<file path="src/rtl/network_batch_sequencer.sv">
// Batch inference sequencer: buffers input vectors, launches NETWORK one vector at a time
// with a response timeout, and queues the results in a first-word fall-through output FIFO.
module network_batch_sequencer #(
    parameter int NUM_INPUTS     = 3,
    parameter int NUM_OUTPUTS    = 2,
    parameter int WORD_WIDTH     = 8,
    parameter int DEPTH          = 4,
    parameter int TIMEOUT_CYCLES = 64
) (
    input  logic                                CLK,
    input  logic                                RSTN,
    input  logic                                START,
    input  logic                                ABORT,
    input  logic [$clog2(DEPTH+1)-1:0]          BATCH_LEN,
    input  logic [NUM_INPUTS*WORD_WIDTH-1:0]    IN_DATA,
    input  logic                                IN_VALID,
    output logic                                IN_READY,
    output logic [NUM_INPUTS*WORD_WIDTH-1:0]    NET_VALUES_IN,
    output logic                                NET_VALID_IN,
    input  logic [NUM_OUTPUTS*WORD_WIDTH-1:0]   NET_VALUES_OUT,
    input  logic                                NET_VALID_OUT,
    output logic [NUM_OUTPUTS*WORD_WIDTH-1:0]   OUT_DATA,
    output logic                                OUT_VALID,
    input  logic                                OUT_READY,
    output logic                                BUSY,
    output logic                                DONE,
    output logic                                TIMEOUT_ERR,
    output logic [$clog2(DEPTH+1)-1:0]          DONE_COUNT
);
    localparam int IW = NUM_INPUTS * WORD_WIDTH;
    localparam int OW = NUM_OUTPUTS * WORD_WIDTH;
    localparam int AW = $clog2(DEPTH);
    localparam int PW = AW + 1;
    localparam int LW = $clog2(DEPTH + 1);
    localparam int TW = $clog2(TIMEOUT_CYCLES);

    localparam logic [1:0] ST_IDLE   = 2'd0;
    localparam logic [1:0] ST_LAUNCH = 2'd1;
    localparam logic [1:0] ST_WAIT   = 2'd2;

    logic [1:0]    state_q, state_d;
    logic [IW-1:0] in_mem_q  [DEPTH];
    logic [IW-1:0] in_mem_d  [DEPTH];
    logic [OW-1:0] out_mem_q [DEPTH];
    logic [OW-1:0] out_mem_d [DEPTH];
    logic [PW-1:0] in_wp_q, in_wp_d, in_rp_q, in_rp_d;
    logic [PW-1:0] out_wp_q, out_wp_d, out_rp_q, out_rp_d;
    logic [LW-1:0] len_q, len_d, cnt_q, cnt_d;
    logic [TW-1:0] timer_q, timer_d;
    logic [IW-1:0] net_vals_q, net_vals_d;
    logic          net_valid_q, net_valid_d;
    logic          done_q, done_d;
    logic          terr_q, terr_d;

    logic          in_full_s, in_empty_s, out_full_s, out_empty_s;
    logic          in_push_s, out_pop_s, launch_s, flush_s;
    logic [LW-1:0] cnt_inc_s;

    // Pointers carry one extra wrap bit so full and empty differ only in the MSB
    assign in_full_s   = (in_wp_q[AW] != in_rp_q[AW]) && (in_wp_q[AW-1:0] == in_rp_q[AW-1:0]);
    assign in_empty_s  = (in_wp_q == in_rp_q);
    assign out_full_s  = (out_wp_q[AW] != out_rp_q[AW]) && (out_wp_q[AW-1:0] == out_rp_q[AW-1:0]);
    assign out_empty_s = (out_wp_q == out_rp_q);
    assign in_push_s   = IN_VALID && !in_full_s && !ABORT;
    assign out_pop_s   = !out_empty_s && OUT_READY;
    assign cnt_inc_s   = cnt_q + LW'(1);

    // Next-state logic for the sequencer FSM and both FIFOs
    always_comb begin
        state_d     = state_q;
        in_mem_d    = in_mem_q;
        out_mem_d   = out_mem_q;
        in_wp_d     = in_wp_q;
        in_rp_d     = in_rp_q;
        out_wp_d    = out_wp_q;
        out_rp_d    = out_rp_q;
        len_d       = len_q;
        cnt_d       = cnt_q;
        timer_d     = timer_q;
        net_vals_d  = net_vals_q;
        net_valid_d = 1'b0;
        done_d      = 1'b0;
        terr_d      = terr_q;
        launch_s    = 1'b0;
        flush_s     = 1'b0;

        if (ABORT) begin
            state_d = ST_IDLE;
            flush_s = 1'b1;
        end else begin
            case (state_q)
                ST_IDLE: begin
                    if (START && (BATCH_LEN != '0) && (BATCH_LEN <= LW'(DEPTH))) begin
                        state_d = ST_LAUNCH;
                        len_d   = BATCH_LEN;
                        cnt_d   = '0;
                        terr_d  = 1'b0;
                    end else begin
                        state_d = ST_IDLE;
                    end
                end
                ST_LAUNCH: begin
                    // Only one vector is ever in flight, so a free output slot now suffices
                    if (!in_empty_s && !out_full_s) begin
                        launch_s    = 1'b1;
                        net_vals_d  = in_mem_q[in_rp_q[AW-1:0]];
                        net_valid_d = 1'b1;
                        timer_d     = '0;
                        state_d     = ST_WAIT;
                    end else begin
                        state_d = ST_LAUNCH;
                    end
                end
                ST_WAIT: begin
                    if (NET_VALID_OUT) begin
                        out_mem_d[out_wp_q[AW-1:0]] = NET_VALUES_OUT;
                        out_wp_d = out_wp_q + PW'(1);
                        cnt_d    = cnt_inc_s;
                        if (cnt_inc_s == len_q) begin
                            state_d = ST_IDLE;
                            done_d  = 1'b1;
                        end else begin
                            state_d = ST_LAUNCH;
                        end
                    end else if (timer_q == TW'(TIMEOUT_CYCLES - 1)) begin
                        state_d = ST_IDLE;
                        terr_d  = 1'b1;
                        flush_s = 1'b1;
                    end else begin
                        timer_d = timer_q + TW'(1);
                    end
                end
                default: begin
                    state_d = ST_IDLE;
                end
            endcase
        end

        // A flush discards queued vectors and any push arriving in the same cycle
        if (flush_s) begin
            in_rp_d = in_wp_q;
        end else begin
            if (in_push_s) begin
                in_mem_d[in_wp_q[AW-1:0]] = IN_DATA;
                in_wp_d = in_wp_q + PW'(1);
            end else begin
                in_wp_d = in_wp_q;
            end
            if (launch_s) begin
                in_rp_d = in_rp_q + PW'(1);
            end else begin
                in_rp_d = in_rp_q;
            end
        end

        if (out_pop_s) begin
            out_rp_d = out_rp_q + PW'(1);
        end else begin
            out_rp_d = out_rp_q;
        end
    end

    // State registers with asynchronous active-low reset
    always_ff @(posedge CLK or negedge RSTN) begin
        if (!RSTN) begin
            state_q     <= ST_IDLE;
            for (int i = 0; i < DEPTH; i++) begin
                in_mem_q[i]  <= '0;
                out_mem_q[i] <= '0;
            end
            in_wp_q     <= '0;
            in_rp_q     <= '0;
            out_wp_q    <= '0;
            out_rp_q    <= '0;
            len_q       <= '0;
            cnt_q       <= '0;
            timer_q     <= '0;
            net_vals_q  <= '0;
            net_valid_q <= 1'b0;
            done_q      <= 1'b0;
            terr_q      <= 1'b0;
        end else begin
            state_q     <= state_d;
            in_mem_q    <= in_mem_d;
            out_mem_q   <= out_mem_d;
            in_wp_q     <= in_wp_d;
            in_rp_q     <= in_rp_d;
            out_wp_q    <= out_wp_d;
            out_rp_q    <= out_rp_d;
            len_q       <= len_d;
            cnt_q       <= cnt_d;
            timer_q     <= timer_d;
            net_vals_q  <= net_vals_d;
            net_valid_q <= net_valid_d;
            done_q      <= done_d;
            terr_q      <= terr_d;
        end
    end

    assign IN_READY      = !in_full_s;
    assign OUT_VALID     = !out_empty_s;
    assign OUT_DATA      = out_mem_q[out_rp_q[AW-1:0]];
    assign NET_VALUES_IN = net_vals_q;
    assign NET_VALID_IN  = net_valid_q;
    assign BUSY          = (state_q != ST_IDLE);
    assign DONE          = done_q;
    assign TIMEOUT_ERR   = terr_q;
    assign DONE_COUNT    = cnt_q;

endmodule

</file>
<file path="config.mk">
export PLATFORM = sky130hd
export DESIGN_NAME = network_batch_sequencer
export DESIGN_NICKNAME = d
export VERILOG_FILES = /design/src/rtl/network_batch_sequencer.sv
export SDC_FILE = /design/constraint.sdc
export NUM_CORES = 1
export LEC_CHECK = 0
export CELL_PAD_IN_SITES_DETAIL_PLACEMENT = 1
export CELL_PAD_IN_SITES_GLOBAL_PLACEMENT = 1
export CORE_MARGIN = 5
export CORE_UTILIZATION = 44
export DETAILED_ROUTE_END_ITERATION = 6
export PLACE_DENSITY = 0.71
export SYNTH_ARGS = -nofsm -noshare
export SYNTH_HDL_FRONTEND = slang
export SYNTH_SLANG_ARGS = --single-unit
</file>
<file path="constraint.sdc">
create_clock -name CLK -period 3 [get_ports CLK]
set_clock_uncertainty 0.15 [all_clocks]
set_input_delay 0.45 -clock CLK [delete_from_list [all_inputs] [get_ports CLK]]
set_output_delay 0.45 -clock CLK [all_outputs]
set_load 0.01 [all_outputs]
</file>
* Word level (Yosys, flattened, before mapping)
Index checks and enable logic that the tools add are counted.
** Word-level totals
- Bits in registers :: 213
- Input bits :: 50
- Logic and storage cells :: 127
- Output and inout port bits :: 49
** Operators by class
- Bitwise logic cells :: 6
- Magnitude comparators :: 7
- $add $sub $neg :: 6
- Muxes and demuxes :: 43
- Reductions and logical operators :: 28
- Equal/unequal tests :: 17
** Operators by type and width (number)
- $bwmux 96 :: 1
- $mux 24 :: 3
- $bwmux 64 :: 1
- $bmux 24 s2 :: 1
- $demux 24 s2 :: 1
- $mux 16 :: 3
- $bmux 16 s2 :: 1
- $demux 16 s2 :: 1
- $mux 6 :: 3
- $mux 1 :: 16
- $add 3x1->3 const B :: 5
- $ge 3x3->1 const B :: 4
- $mux 3 :: 4
- $ne 2x2->1 const B :: 6
- $not 2->3 :: 4
- $pmux 6 s2 :: 1
- $logic_and 1x1->1 :: 10
- $reduce_and 5->1 :: 2
- $eq 3x3->1 :: 3
- $reduce_and 3->1 :: 3
- $mux 2 :: 4
- $reduce_bool 2->1 :: 4
- $add 6x1->6 const B :: 1
- $eq 6x6->1 const B :: 1
- 16 further kinds :: 24

* Logic depth before layout (Yosys ltp)
- Depth in word-level cells :: 9
- Mapped depth :: 9

* Worst setup path after synthesis
Ideal clock, no wire load.
- Path type :: register to register
- From :: register in_rp_q[1]
- To :: register in_mem_q[10] in the netlist's numbering
- Slack :: 0.808 ns
- Library setup time :: 0.125 ns
- Data arrival time :: 1.917 ns
- Path buffers :: 3
- Required time :: 2.725 ns
- Stages on the path, launching flop included :: 9
- Clock period less this slack :: 2.192 ns
- Path through :: dfrtp_1 buf_6 xor2_1 or3_4 nor4bb_4 buf_12 nand2_8 buf_12 mux2_4
** On the way
- Word-level cells in the longest chain between the ends :: 6
** Ends and longest elaborated chain
- start: declaration :: line 46 : logic [PW-1:0] in_wp_q, in_wp_d, in_rp_q, in_rp_d;
- start signal: assignment :: line 187 : in_rp_q <= in_rp_d;
- $eq 2x2->1 :: line 60 : assign in_full_s = (in_wp_q[AW] != in_rp_q[AW]) && (in_wp_q[AW-1:0] == in_rp_q[AW-1:0]);
- $logic_and 1x1->1 :: line 60
- $logic_not 1->1
- via IN_READY :: line 17 : output logic IN_READY,
- $logic_and 1x1->1 (2 in series) :: line 64 : assign in_push_s = IN_VALID && !in_full_s && !ABORT;
- $reduce_and 2->1 (no line)
- end signal: assignment :: line 184 : in_mem_q <= in_mem_d;
- end: declaration :: line 42 : logic [IW-1:0] in_mem_q [DEPTH];
The timed path passes the listed nets, and every way through them passes these cells.
A chain may end at the register's enable or synchronous reset.

* Final worst setup path
- From :: register out_rp_q[0]
- To :: output port OUT_DATA[2]
** On the way
- Word-level cells in the longest chain between the ends :: 4
** Ends and longest elaborated chain
- start: declaration :: line 47 : logic [PW-1:0] out_wp_q, out_wp_d, out_rp_q, out_rp_d;
- start signal: assignment :: line 189 : out_rp_q <= out_rp_d;
- $not 2->3 (not written as such) :: line 202 : assign OUT_DATA = out_mem_q[out_rp_q[AW-1:0]];
- $bmux 16 s2 :: line 202
- $mux 16 (not written as such) (2 in series) :: line 202
- end: declaration :: line 22 : output logic [NUM_OUTPUTS*WORD_WIDTH-1:0] OUT_DATA,
Every way passes these cells. The select of a mux whose other input is x is not followed.

==> flow_summary.yaml <==
clock_network:
  cts_made_buffers: 25
  clk_pin_slew_ns: 0.06
  clock-sinks: 213
  cts_htree_levels: 1
  root_buffer: "clkbuf_16"
  clk_latency_ns: 0.52
  cts-root-to-sink-buffers: 3
  cts_tree: "yes"
worst_setup_path:
  path_class: "reg2out"
  setup.worst_path.start_class: "register"
  critPathMaxFanout: 9
  worstPathRequired_ns: 2.40
  setup.worst_path.end_class: "output pin"
  worstPathArrival_ns: 2.25
yosys:
  synth_area_per_cell_um2: 16.70
  ys_seq_area_frac: 0.5392
  synth-async-reset-ratio: 1.000
  synthFlopType: "dfrtp_1"
  syn_area_um2: 9886
  ys_types: 47
  syn-num-nets: 654
  syn_inst: 592
  ys_warn_count: 0
  ys_ff_latch: 213
  synth_edf_count: 0
pwr:
  powerDensity_nw_per_um2: 1048
  p_leak_uw: 0.005553
  ir_worst_vdd_uv: 632.7
  p_total_uw: 12520
global_routing:
  grt_pass1_wl_um: 36550
  grt_max_degree: 78
  grt_usage: 0.1760
  grt.overflow.total: 0
  antenna_found_initial: 0
  grt_pass1_vias: 6467
place:
  gp_congestion: 0.7127
  port_buffers: 98
  numPlacedInstances: 958
  hpwl_um: 14140
  place_ws_ns: -0.1271
detailed_routing:
  drtAntennaViolNets: 0
  routed_wl_um: 22110
  drtIter0Drc: 176
  vias: 5431
  wl_per_cell_um: 21.96
  drc: 0
  firstDrtPassIters: 4
  vias_per_cell: 5.393
timing:
  fin_crit_sh: 0.9489
  drv_slew: 0
  tightest_slew_ns: 0.7079
  fmax_mhz: 351.3
  finalSetupViolations: 0
  setup_ws_ns: 0.1534
  finalCriticalPeriod_ns: 2.847
  hold_viol: 0
  slew_headroom: 0.5281
  rsz0062_at_grt: "no"
die:
  start_util: 0.4502
  dieHeight_um: 159.9
  io_pins: 99
  die_w_um: 159.9
  core_um2: 21960
  rows: 54
  dieArea_um2: 25560
layout:
  fin_nets: 769
  fillerInstances: 2042
  fin_util: 0.5439
  final_common_cell: "dfrtp_1"
  area_growth_syn_to_layout_pct: 20.82
  fin_cells: 1007
  most-common-layout-cells: "dfrtp_1 (210), mux2_2 (100), clkdlybuf4s50_1 (97)"
  drive_gt1_frac: 0.4091
min_path:
  hold_class: "reg2reg"
flow_run:
  drv_cap: 0
run_status:
  status: "completed"
==> cell families after synthesis <==
| family | count (synthesis) | share of synthesized area |
|---|---|---|
| flops | 213 | 0.5392 |
| xor+xnor | 22 | 0.02025 |
| buf+inv | 36 | 0.03354 |
| mux | 230 | 0.3373 |
| simple gates | 59 | 0.04076 |
| compound gates | 20 | 0.01380 |
| fa+ha+maj | 12 | 0.01519 |
==> sequential cells by signal (all words and copies together) (netlist names) <==
signal,count
in_mem_q,96
TIMEOUT_ERR,1
out_rp_q,3
DONE,1
NET_VALUES_IN,24
state_q,2
len_q,3
out_wp_q,3
DONE_COUNT,3
timer_q,6
in_rp_q,3
NET_VALID_IN,1
in_wp_q,3
out_mem_q,64
==> path summary, 6_finish.rpt <==
| path | start | end | slack (ns) | depth (start not counted) |
|---|---|---|---|---|
| setup / recovery | out_rp_q[0] | OUT_DATA[2] | 0.15 | 3 |
| hold / removal | out_mem_q[10] | out_mem_q[10] | 0.34 | 1 |
| setup reg to reg | timer_q[0] | in_mem_q[74] | 0.60 | 7 |
| hold reg to reg | out_mem_q[10] | out_mem_q[10] | 0.34 | 1 |
| max in group asynchronous | RSTN | out_rp_q[0] | 1.50 | 3 |
| min in group asynchronous | RSTN | out_mem_q[49] | 0.38 | 2 |
==> cell usage after synthesis (2+ instances only) <==
library cell	number	area share
dfrtp_1	213	0.54
buf_6	4	0.0046
o21ai_0	5	0.0025
nand2_2	4	0.0025
mux2_2	100	0.11
mux2_1	9	0.010
buf_12	9	0.018
nand3_1	8	0.0041
nand2b_1	2	0.0013
nand2_8	4	0.0081
inv_1	7	0.0027
buf_2	10	0.0051
o2bb2ai_1	3	0.0027
a21oi_1	5	0.0025
buf_4	2	0.0015
mux4_2	40	0.091
xnor2_1	15	0.013
ha_1	12	0.015
mux2i_1	2	0.0020
xor2_1	6	0.0053
nand2_1	11	0.0042
clkbuf_1	4	0.0015
mux2_4	79	0.12
nor2_1	13	0.0049
nor3_1	3	0.0015
==> routing by layer <==
metal | GRT usage | share of wire | up-vias
li1 | - | - | 2393
met1 | 0.2272 | 0.43 | 2911
met2 | 0.3102 | 0.51 | 104
met3 | 0.03660 | 0.043 | 23
met4 | 0.03520 | 0.012 | 0
met5 | 0 | 0 | -
==> critical path, cell delays in order (launching register included) <==
cell	delay (ns)
dfrtp_2	0.44
buf_4	0.25
mux4_2	0.55
clkdlybuf4s50_1	0.50
==> power by group <==
group          internal, uW  switching, uW
clock network          1840           1180
logic                  2910           1660
registers              4130            805
total                  8880           3640
==> layout make-up <==
cell class,count,area [um^2],share of cell area
multi-input cells,343,4224,0.3537
diodes,1,2.502,0.0002095
clock buffers,38,764.5,0.06401
inverters,7,26.28,0.002200
repair buffers,117,1167,0.09774
clock inverters,8,75.07,0.006285
flip-flops and latches,213,5334,0.4466
well taps,280,350.3,0.02933
==> per-stage QoR <==
step	setup TNS (ns)	area [um^2]	hold WS, ns
2_1_floorplan	0	9886	0.004409
3_3_place_gp	-8.086	11070	0.3178
3_5_place_dp	-9.630	11070	0.3339
4_1_cts	0	11940	0.3467
5_1_grt	0	11940	0.3536
6_report	0	11940	0.3411
==> repair_timing <==
action	4_1_cts	5_1_grt
hold buffers	1	0
setup endpoints to repair	59	2
gates resized for setup	1	1
buffers inserted	1	0
pin swaps	1	0
endpoints found under the hold margin	71	0
No activity file was read; power rests on OpenSTA's default activity.
